File: src/rtl/led_pkg.sv
// Shared types and helpers for the multi-channel LED driver.
// Mode encoding matches the 2-bit cfg_mode field of the write port.
package led_pkg;

    localparam int LED_MODE_W = 2;

    typedef enum logic [LED_MODE_W-1:0] {
        LED_OFF   = 2'd0,
        LED_ON    = 2'd1,
        LED_BLINK = 2'd2,
        LED_PWM   = 2'd3
    } led_mode_t;

    // Index width that stays at least one bit wide for single-entry ranges.
    function automatic int idx_w(input int n);
        return (n > 1) ? $clog2(n) : 1;
    endfunction

endpackage

File: src/rtl/led_channel.sv
// One LED channel: holds its own mode, period, duty, tick counter and blink phase.
// Advances only on the shared prescaler tick; a write restarts it from a known state.
module led_channel import led_pkg::*; #(
    parameter int PER_W = 8
) (
    input  logic             clk,
    input  logic             rst,
    input  logic             tick,
    input  logic             we,
    input  led_mode_t        mode,
    input  logic [PER_W-1:0] period,
    input  logic [PER_W-1:0] duty,
    output logic             led
);

    led_mode_t        mode_q, mode_d;
    logic [PER_W-1:0] period_q, period_d;
    logic [PER_W-1:0] duty_q, duty_d;
    logic [PER_W-1:0] cnt_q, cnt_d;
    logic             phase_q, phase_d;
    logic             led_q, led_d;
    logic [PER_W-1:0] pe;
    logic             at_last;

    always_ff @(posedge clk or posedge rst) begin
        if (rst) begin
            mode_q   <= LED_OFF;
            period_q <= '0;
            duty_q   <= '0;
            cnt_q    <= '0;
            phase_q  <= 1'b0;
            led_q    <= 1'b0;
        end else begin
            mode_q   <= mode_d;
            period_q <= period_d;
            duty_q   <= duty_d;
            cnt_q    <= cnt_d;
            phase_q  <= phase_d;
            led_q    <= led_d;
        end
    end

    // A zero period behaves as one so the counter always has a valid wrap point.
    always_comb begin
        pe      = (period_q == '0) ? PER_W'(1) : period_q;
        at_last = (cnt_q == pe - 1'b1);
    end

    // A write restarts the channel and takes priority over a coincident tick.
    always_comb begin
        mode_d   = mode_q;
        period_d = period_q;
        duty_d   = duty_q;
        cnt_d    = cnt_q;
        phase_d  = phase_q;
        if (we) begin
            mode_d   = mode;
            period_d = period;
            duty_d   = duty;
            cnt_d    = '0;
            phase_d  = 1'b0;
        end else begin
            case (mode_q)
                LED_BLINK: begin
                    if (tick) begin
                        if (at_last) begin
                            cnt_d   = '0;
                            phase_d = ~phase_q;
                        end else begin
                            cnt_d = cnt_q + 1'b1;
                        end
                    end
                end
                LED_PWM: begin
                    phase_d = 1'b0;
                    if (tick) begin
                        cnt_d = at_last ? '0 : cnt_q + 1'b1;
                    end
                end
                default: begin
                    cnt_d   = '0;
                    phase_d = 1'b0;
                end
            endcase
        end
    end

    // PWM compares the registered count, so the output trails the counter by a clock.
    always_comb begin
        case (mode_q)
            LED_ON:    led_d = 1'b1;
            LED_BLINK: led_d = phase_q;
            LED_PWM:   led_d = (cnt_q < duty_q);
            default:   led_d = 1'b0;
        endcase
    end

    assign led = led_q;

endmodule

File: src/rtl/led_bank.sv
// Multi-channel LED driver: free-running prescaler tick, write decode and N_CH channels.
// Writes to channel indices at or above N_CH match no channel and are dropped.
module led_bank import led_pkg::*; #(
    parameter int N_CH     = 4,
    parameter int PER_W    = 8,
    parameter int PRESCALE = 50000
) (
    input  logic                    clk,
    input  logic                    rst,
    input  logic                    cfg_we,
    input  logic [idx_w(N_CH)-1:0]  cfg_ch,
    input  logic [LED_MODE_W-1:0]   cfg_mode,
    input  logic [PER_W-1:0]        cfg_period,
    input  logic [PER_W-1:0]        cfg_duty,
    output logic [N_CH-1:0]         led
);

    localparam int                CH_W      = idx_w(N_CH);
    localparam int                PCNT_W    = idx_w(PRESCALE);
    localparam logic [PCNT_W-1:0] PCNT_LAST = PCNT_W'(PRESCALE - 1);

    logic [PCNT_W-1:0] pcnt_q, pcnt_d;
    logic              tick_q, tick_d;
    logic [N_CH-1:0]   ch_we;

    always_ff @(posedge clk or posedge rst) begin
        if (rst) begin
            pcnt_q <= '0;
            tick_q <= 1'b0;
        end else begin
            pcnt_q <= pcnt_d;
            tick_q <= tick_d;
        end
    end

    // tick is registered from the next count so it is high exactly while pcnt == PRESCALE-1.
    always_comb begin
        pcnt_d = (pcnt_q == PCNT_LAST) ? '0 : pcnt_q + 1'b1;
        tick_d = (pcnt_d == PCNT_LAST);
    end

    for (genvar i = 0; i < N_CH; i++) begin : g_ch
        assign ch_we[i] = cfg_we && (cfg_ch == CH_W'(i));

        led_channel #(
            .PER_W (PER_W)
        ) u_channel (
            .clk    (clk),
            .rst    (rst),
            .tick   (tick_q),
            .we     (ch_we[i]),
            .mode   (led_mode_t'(cfg_mode)),
            .period (cfg_period),
            .duty   (cfg_duty),
            .led    (led[i])
        );
    end

endmodule

File: config.mk
export PLATFORM = sky130hd
export DESIGN_NAME = led_bank
export DESIGN_NICKNAME = d
export VERILOG_FILES = /design/src/rtl/led_pkg.sv /design/src/rtl/led_channel.sv /design/src/rtl/led_bank.sv
export SDC_FILE = /design/constraint.sdc
export NUM_CORES = 1
export LEC_CHECK = 0
export ABC_AREA = 1
export CORE_MARGIN = 5
export CORE_UTILIZATION = 60
export DETAILED_ROUTE_END_ITERATION = 6
export GPL_TIMING_DRIVEN = 0
export PLACE_DENSITY = 0.75
export SKIP_LAST_GASP = 1
export SLEW_MARGIN = 10
export SYNTH_ARGS = -nofsm -noshare
export SYNTH_HDL_FRONTEND = slang
export SYNTH_SLANG_ARGS = --single-unit
File: constraint.sdc
create_clock -name clk -period 5.03 [get_ports clk]
set_input_delay 1.006 -clock clk [delete_from_list [all_inputs] [get_ports clk]]
set_output_delay 1.006 -clock clk [all_outputs]
set_load 0.05 [all_outputs]
==> results of run 1 <==
sequential cells by signal, summed over array words and instances (netlist names):
register / cells
g_ch.u_channel.duty_q: 32
tick_q: 1
g_ch.u_channel.mode_q: 8
g_ch.u_channel.led: 4
g_ch.u_channel.period_q: 32
g_ch.u_channel.phase_q: 4
g_ch.u_channel.cnt_q: 32
pcnt_q: 16
power by group:
part | internal, W | leakage (nW) | switching [W] | total (W)
Clock | 0.000880 | 0.305 | 0.000458 | 0.00134
Sequential | 0.00114 | 1.66 | 0.0000741 | 0.00121
Combinational | 0.000209 | 2.26 | 0.000358 | 0.000567
Total | 0.00223 | 4.22 | 0.000891 | 0.00312
final cells by class:
class | instances | area [µm²]
clock inverter | 9 | 153
clock buffer | 23 | 488
fill | 1037 | 3780
tap | 172 | 215
multi-input combinational | 661 | 3680
timing repair buffer | 27 | 288
sequential | 129 | 3230
buffer | 18 | 87.6
inverter | 157 | 594
cells by family (layout without fill, tap and decap cells):
group / Yosys count / after routing / share of synthesized area [%]
buf+inv: 175 / 234 / 8.92
flops: 129 / 129 / 42.6
compound gates: 133 / 133 / 9.34
fa+ha+maj: 38 / 38 / 6.27
xor+xnor: 58 / 58 / 6.80
simple gates: 432 / 432 / 26.1
worst max-delay path, stage by stage (launching register included):
cell and delay (ns):
dfrtp_1 0.32, buf_4 0.09, clkdlybuf4s50_1 0.79
synth_stat cells:
master | instances | share of area, %
xnor2_1 | 13 | 1.5
nor2_4 | 1 | 0.15
nor3b_2 | 1 | 0.16
nor3_4 | 1 | 0.21
nor3_1 | 15 | 0.99
nand2_2 | 14 | 1.2
o22ai_1 | 10 | 0.82
clkinv_1 | 1 | 0.049
clkbuf_2 | 1 | 0.066
a21oi_1 | 21 | 1.4
buf_2 | 3 | 0.20
ha_1 | 38 | 6.3
dfrtp_1 | 129 | 43
buf_4 | 4 | 0.40
o21a_1 | 2 | 0.20
nor3_2 | 5 | 0.66
a21boi_0 | 2 | 0.20
nand3_2 | 1 | 0.13
nor2_2 | 12 | 0.99
nor3b_1 | 1 | 0.099
inv_1 | 143 | 7.1
nand3b_1 | 8 | 0.79
nor2_1 | 57 | 2.8
o21bai_1 | 1 | 0.099
nand4_4 | 1 | 0.28
or2_1 | 1 | 0.083
o21ai_1 | 11 | 0.73
o21ai_0 | 77 | 5.1
nand2_1 | 220 | 11
inv_2 | 13 | 0.64
o211ai_1 | 5 | 0.49
a31oi_1 | 4 | 0.33
nand3_1 | 64 | 4.2
nand4_1 | 27 | 2.2
xor2_1 | 44 | 5.1
or2_2 | 2 | 0.16
clkbuf_1 | 10 | 0.49
or2_0 | 1 | 0.083
xor2_2 | 1 | 0.21
stage by stage:
| stage | hold slack (ns) | utilization (%) | setup TNS [ns] | cells |
|---|---|---|---|---|
| 2_1_floorplan | 0.453 | - | 0 | 965 |
| 3_3_place_gp | 0.495 | 64.4 | -155.96 | 1163 |
| 3_5_place_dp | 0.500 | 64.7 | 0 | 1164 |
| 4_1_cts | 0.515 | 69.8 | 0 | 1196 |
| 5_1_grt | 0.548 | 69.8 | 0 | 1196 |
| 6_report | 0.524 | 69.8 | 0 | 1196 |
worst max-delay path by stage:
| stage | startpoint | end | slack, ns | depth (start not counted) |
|---|---|---|---|---|
| finish | g_ch[1].u_channel.led$_DFF_PP0_ | led[1] | 2.40 | 2 |
| global route | g_ch[1].u_channel.led$_DFF_PP0_ | led[1] | 2.36 | 2 |
| CTS | g_ch[2].u_channel.led$_DFF_PP0_ | led[2] | 2.39 | 2 |
| detailed placement | cfg_ch[0] | g_ch[3].u_channel.cnt_q[7]$_DFFE_PP0P_ | 2.17 | 8 |
| global placement | rst | g_ch[3].u_channel.cnt_q[5]$_DFFE_PP0P_ | -1.22 | 2 |
| floorplan | rst | g_ch[0].u_channel.cnt_q[0]$_DFFE_PP0P_ | 0.58 | 1 |
layer usage:
metal  vias to the layer above  track usage (%)
met3                        44             5.39
met2                       200             40.3
li1                       3204                -
met1                      3003             36.5
met5                         -                0
met4                         0             10.4
==> metrics.csv, run 1 <==
stage,metric,value,unit
global_route,grt_max_degree,73,
placed_design,place_area,8090,µm²
global_route,grt-ovfl-total,0,
synthesis,ys_types,39,
cts,clockBufferDepth,2,
worst_setup_path,r2r_end,g_ch[2].u_channel.cnt_q[6]$_DFFE_PP0P_,
job,drv_cap,0,
timing,slew_headroom,61.5,%
finish,final_common_cell,nand2_1,
drt,drt_first_pass_iters,5,
cts,cts_setup_buffers,0,
drt,num_vias,6451,
finish,drive_gt1_share,8.98,%
timing,finalMaxSlewViolations,0,
floorplanning,io_pins,27,
drt,wl_met2,8.41,mm
worst_setup_path,r2r-start,g_ch[2].u_channel.period_q[3]$_DFFE_PP0P_,
timing,skew,0.00640,ns
worst_setup_path,cp-end-kind,primary output,
outcome,status,"finished, final reports clean",
worst_setup_path,start_kind,flop,
worst_setup_path,crit_required,4.02,ns
worst_setup_path,worstRegToRegCells,16,
pwr,power.leakage,4.22,nW
synthesis,synth_area,7580,µm²
min_path,min_delay_path_depth,1,
min_path,worstHoldStart,g_ch[1].u_channel.mode_q[1]$_DFFE_PP0P_,
drt,wl_met3,1.10,mm
synthesis,ys_seq_area_share,42.6,%
cts,clock_latency,0.42,ns
finish,fin_area,8730,µm²
worst_setup_path,crit_type,flop to primary output,
finish,final_nets,1072,
drt,drc,0,
timing,max_freq,380,MHz
global_route,antenna_found_initial,0,
synthesis,synth.avg_cell_area,7.86,µm²
worst_setup_path,r2r_slack,2.70,ns
floorplanning,core-area,12500,µm²
timing,finalCriticalPeriod,2.63,ns
placed_design,dp_hpwl,13.1,mm
finish,syn2layout_area_growth,15.1,%
pwr,power,0.00312,W
cts,clock_sinks,129,
floorplanning,die_w,122,µm
global_route,grt_pass1_wl,30.2,mm
floorplanning,start_util,60.6,%
finish,diodes,0,
timing,worst_pin_slew,0.575,ns
cts,numCtsBuffers,17,
drt,initialDrtViolationCount,568,
cts,ctsHoldBuffers,0,
pwr,power.density,357,nW/µm²
placed_design,pre_cts_ws,2.17,ns
cts,cts_resized,0,
placed_design,port-buffer-count,26,
synthesis,syn_inst,965,
worst_setup_path,cp_max_fo,1,
floorplanning,dieArea,15000,µm²
cts,h-tree-depth,4,
timing,hold_violations,0,
placed_design,gp_congestion,0.902,
synthesis,synthesis.nets,1026,
drt,wirelength,18.4,mm
min_path,hold_end,g_ch[1].u_channel.led$_DFF_PP0_,
timing,setup_viol,0,
cts,cts_root_buf,clkbuf_16,
worst_setup_path,crit_arrival,1.62,ns
global_route,track_usage,26.2,%
timing,finalCritPeriodShare,52.3,%
drt,avgViaCountPerCell,5.39,
min_path,min_path_type,flop to flop,
timing,rsz0062_at_grt,false,
finish,layout_common_cells,"220 x nand2_1, 142 x inv_1, 129 x dfrtp_1, 77 x o21ai_0, 64 x nand3_1",
timing,fin_ws,2.40,ns
drt,dr.max_layer_used,met4,
drt,wl_met1,8.34,mm
drt,ant_nets,0,
cts,cts_tree,built,
floorplanning,die_y,122,µm
pwr,irDropWorstVdd,0.000228,V
synthesis,synth_seq_cells,129,
drt,post_drt_wl_per_cell,15.3,µm
global_route,grt_pass1_vias,6076,
floorplanning,num_rows,41,
synthesis,yosysWarnings,0,
cts,path_clk_slew,0.06,ns
No activity file was read; power rests on OpenSTA's default activity.
==> run 2: changes to the inputs <==
==> constraint.sdc (replaced) <==
create_clock -name clk -period 2.5 [get_ports clk]
set_input_delay 0.5 -clock clk [delete_from_list [all_inputs] [get_ports clk]]
set_output_delay 0.5 -clock clk [all_outputs]
set_load 0.05 [all_outputs]
==> metrics.csv, run 2 (synthesized netlist as in run 1, its figures left out) <==
stage,metric,value,unit,change
outcome,status,"finished, final reports clean",,
cts,path_clk_slew,0.06,ns,about the same
worst_setup_path,crit_arrival,2.62,ns,+1.00 ns
pwr,power.share.clock,44.7,%,+1.8 points
floorplanning,io_pins,27,,unchanged
global_route,grt_pass1_wl,30.6,mm,+1.3%
pwr,combPwrFrac,17.8,%,-0.4 points
timing,finalCritPeriodShare,92.9,%,
job,drv_cap,0,,unchanged
cts,ctsHoldBuffers,0,,unchanged
finish,syn2layout_area_growth,17.0,%,
drt,drc,0,,unchanged
cts,numCtsBuffers,17,,unchanged
finish,final_nets,1078,,+0.56%
pwr,irDropWorstVdd,0.000458,V,+100%
floorplanning,dieArea,15000,µm²,unchanged
global_route,grt-ovfl-total,0,,unchanged
global_route,grt_pass1_vias,6241,,+2.7%
timing,max_freq,431,MHz,
timing,tns,0,ns,unchanged
pwr,switching_share,27.9,%,-0.68 points
timing,skew,0.00606,ns,-0.000334 ns
cts,cts_tree,built,,
floorplanning,num_rows,41,,unchanged
global_route,antenna_found_initial,0,,unchanged
min_path,min_path_type,input port to asynchronous set/reset pin,,
worst_setup_path,cp-end-kind,flop,,
pwr,pwr-share-seq,37.5,%,-1.4 points
finish,layoutNonFillerInstCount,1202,,+0.50%
worst_setup_path,start_kind,flop,,
pwr,power.density,734,nW/µm²,+110%
floorplanning,start_util,60.6,%,unchanged
finish,final_common_cell,nand2_1,,
drt,avgViaCountPerCell,5.35,,-0.75%
cts,clock_latency,0.42,ns,about the same
drt,post_drt_wl_per_cell,15.2,µm,-0.82%
timing,hold_violations,0,,unchanged
worst_setup_path,crit_type,flop to flop,,
worst_setup_path,cp_max_fo,7,,+6
floorplanning,die_y,122,µm,unchanged
pwr,power.leakage,4.28,nW,+1.4%
pwr,p_sw,0.00182,W,+100%
floorplanning,core-area,12500,µm²,unchanged
drt,wirelength,18.3,mm,-0.33%
placed_design,placed_cells,1167,,+0.26%
placed_design,dp_hpwl,13.2,mm,+1.0%
cts,h-tree-depth,4,,unchanged
drt,drt_first_pass_iters,5,,unchanged
cts,clockBufferDepth,2,,unchanged
timing,slew_headroom,59.8,%,-1.7 points
placed_design,pre_cts_ws,0.155,ns,-2.01 ns
finish,layout_common_cells,"220 x nand2_1, 141 x inv_1, 126 x dfrtp_1, 77 x o21ai_0, 64 x nand3_1",,
floorplanning,die_w,122,µm,unchanged
cts,cts_root_buf,clkbuf_16,,
drt,ant_nets,0,,unchanged
timing,setup_viol,0,,unchanged
timing,finalMaxSlewViolations,0,,unchanged
pwr,power,0.00651,W,+110%
finish,final_util,70.9,%,+1.1 points
worst_setup_path,crit_required,2.80,ns,-1.22 ns
global_route,track_usage,26.5,%,+0.33 points
timing,worst_pin_slew,0.600,ns,+0.0257 ns
finish,drive_gt1_share,10.2,%,+1.2 points
pwr,p_int,0.00470,W,+110%
finish,diodes,0,,unchanged
global_route,grt_max_degree,34,,-53%
cts,clock_sinks,129,,unchanged
timing,finalCriticalPeriod,2.32,ns,
drt,initialDrtViolationCount,611,,+7.6%
placed_design,gp_congestion,0.879,,-2.6%
placed_design,port-buffer-count,26,,unchanged
timing,fin_ws,0.178,ns,-2.22 ns
finish,largestRegisters,"g_ch.u_channel.cnt_q (32), g_ch.u_channel.duty_q (32), g_ch.u_channel.period_q (32)",,
timing,rsz0062_at_grt,false,,
drt,num_vias,6435,,-0.25%
[run 2: cell count changes in the layout (fill, tap and decap cells not counted), moves of 3 or more]
cell,before,now
bufinv_16,4,7
dfrtp_2,0,3
dfrtp_1,129,126
buf_12,0,4
clkbuf_8,4,0
buf_4,4,7
[run 2: layout make-up]
type | count | area [µm²]
inverters | 157 | 593
multi-input cells | 661 | 3690
clock buffers | 18 | 429
repair buffers | 33 | 363
plain buffers | 18 | 87.6
flip-flops and latches | 129 | 3230
fillers | 1046 | 3650
well taps | 172 | 215
clock inverters | 14 | 259
[run 2: worst paths after layout]
check                                                           from                                       to  slack [ns]  cells after the start
setup / recovery           g_ch[0].u_channel.period_q[4]$_DFFE_PP0P_   g_ch[0].u_channel.cnt_q[0]$_DFFE_PP0P_        0.18                     14
hold / removal                                                   rst   g_ch[0].u_channel.cnt_q[3]$_DFFE_PP0P_        0.48                      2
setup reg to reg           g_ch[0].u_channel.period_q[4]$_DFFE_PP0P_   g_ch[0].u_channel.cnt_q[0]$_DFFE_PP0P_        0.18                     14
hold reg to reg              g_ch[1].u_channel.duty_q[0]$_DFFE_PP0P_  g_ch[1].u_channel.duty_q[0]$_DFFE_PP0P_        0.51                      2
max in group asynchronous                                        rst   g_ch[3].u_channel.cnt_q[4]$_DFFE_PP0P_        1.06                      5
min in group clk             g_ch[1].u_channel.duty_q[0]$_DFFE_PP0P_  g_ch[1].u_channel.duty_q[0]$_DFFE_PP0P_        0.51                      2
[run 2: what timing repair did]
item,CTS,global route
setup endpoints to repair,0,10
gates resized for setup,0,7
buffers inserted,0,3
[run 2: metal layers]
metal	vias to the layer above	part of all wire, %	track usage [%]	routed length (µm)
li1	3209	-	-	-
met1	3041	45	35.7	8290
met2	160	47	43.7	8580
met3	25	6.1	5.02	1120
met4	0	1.7	8.26	302
met5	-	0	0	0
[run 2: through the flow]
step           hold slack [ns]  area, µm²
3_5_place_dp             0.497       8140
6_report                 0.482       8870
5_1_grt                  0.537       8870
2_1_floorplan            0.453       7590
4_1_cts                  0.492       8830
3_3_place_gp             0.495       8060
[run 2: power by group through the flow]
stage	combinational (W)	sequential [W]	clock (W)
2_1_floorplan	0.000858	0.00243	0
3_3_place_gp	0.00109	0.00247	0
3_5_place_dp	0.00114	0.00247	0
4_1_cts	0.00115	0.00244	0.00293
5_1_grt	0.00133	0.00247	0.00304
6_report	0.00116	0.00244	0.00291
[run 2: critical path, stage by stage (launching register included)]
cell     delay [ns]
dfrtp_1        0.40
inv_1          0.10
nand2_1        0.07
nor2_2         0.14
nand2_2        0.14
nand2_2        0.11
inv_2          0.04
ha_1           0.24
xnor2_1        0.21
xor2_1         0.16
nand3_1        0.11
nor2_2         0.14
nand2_1        0.11
nand2_2        0.15
a21oi_1        0.09
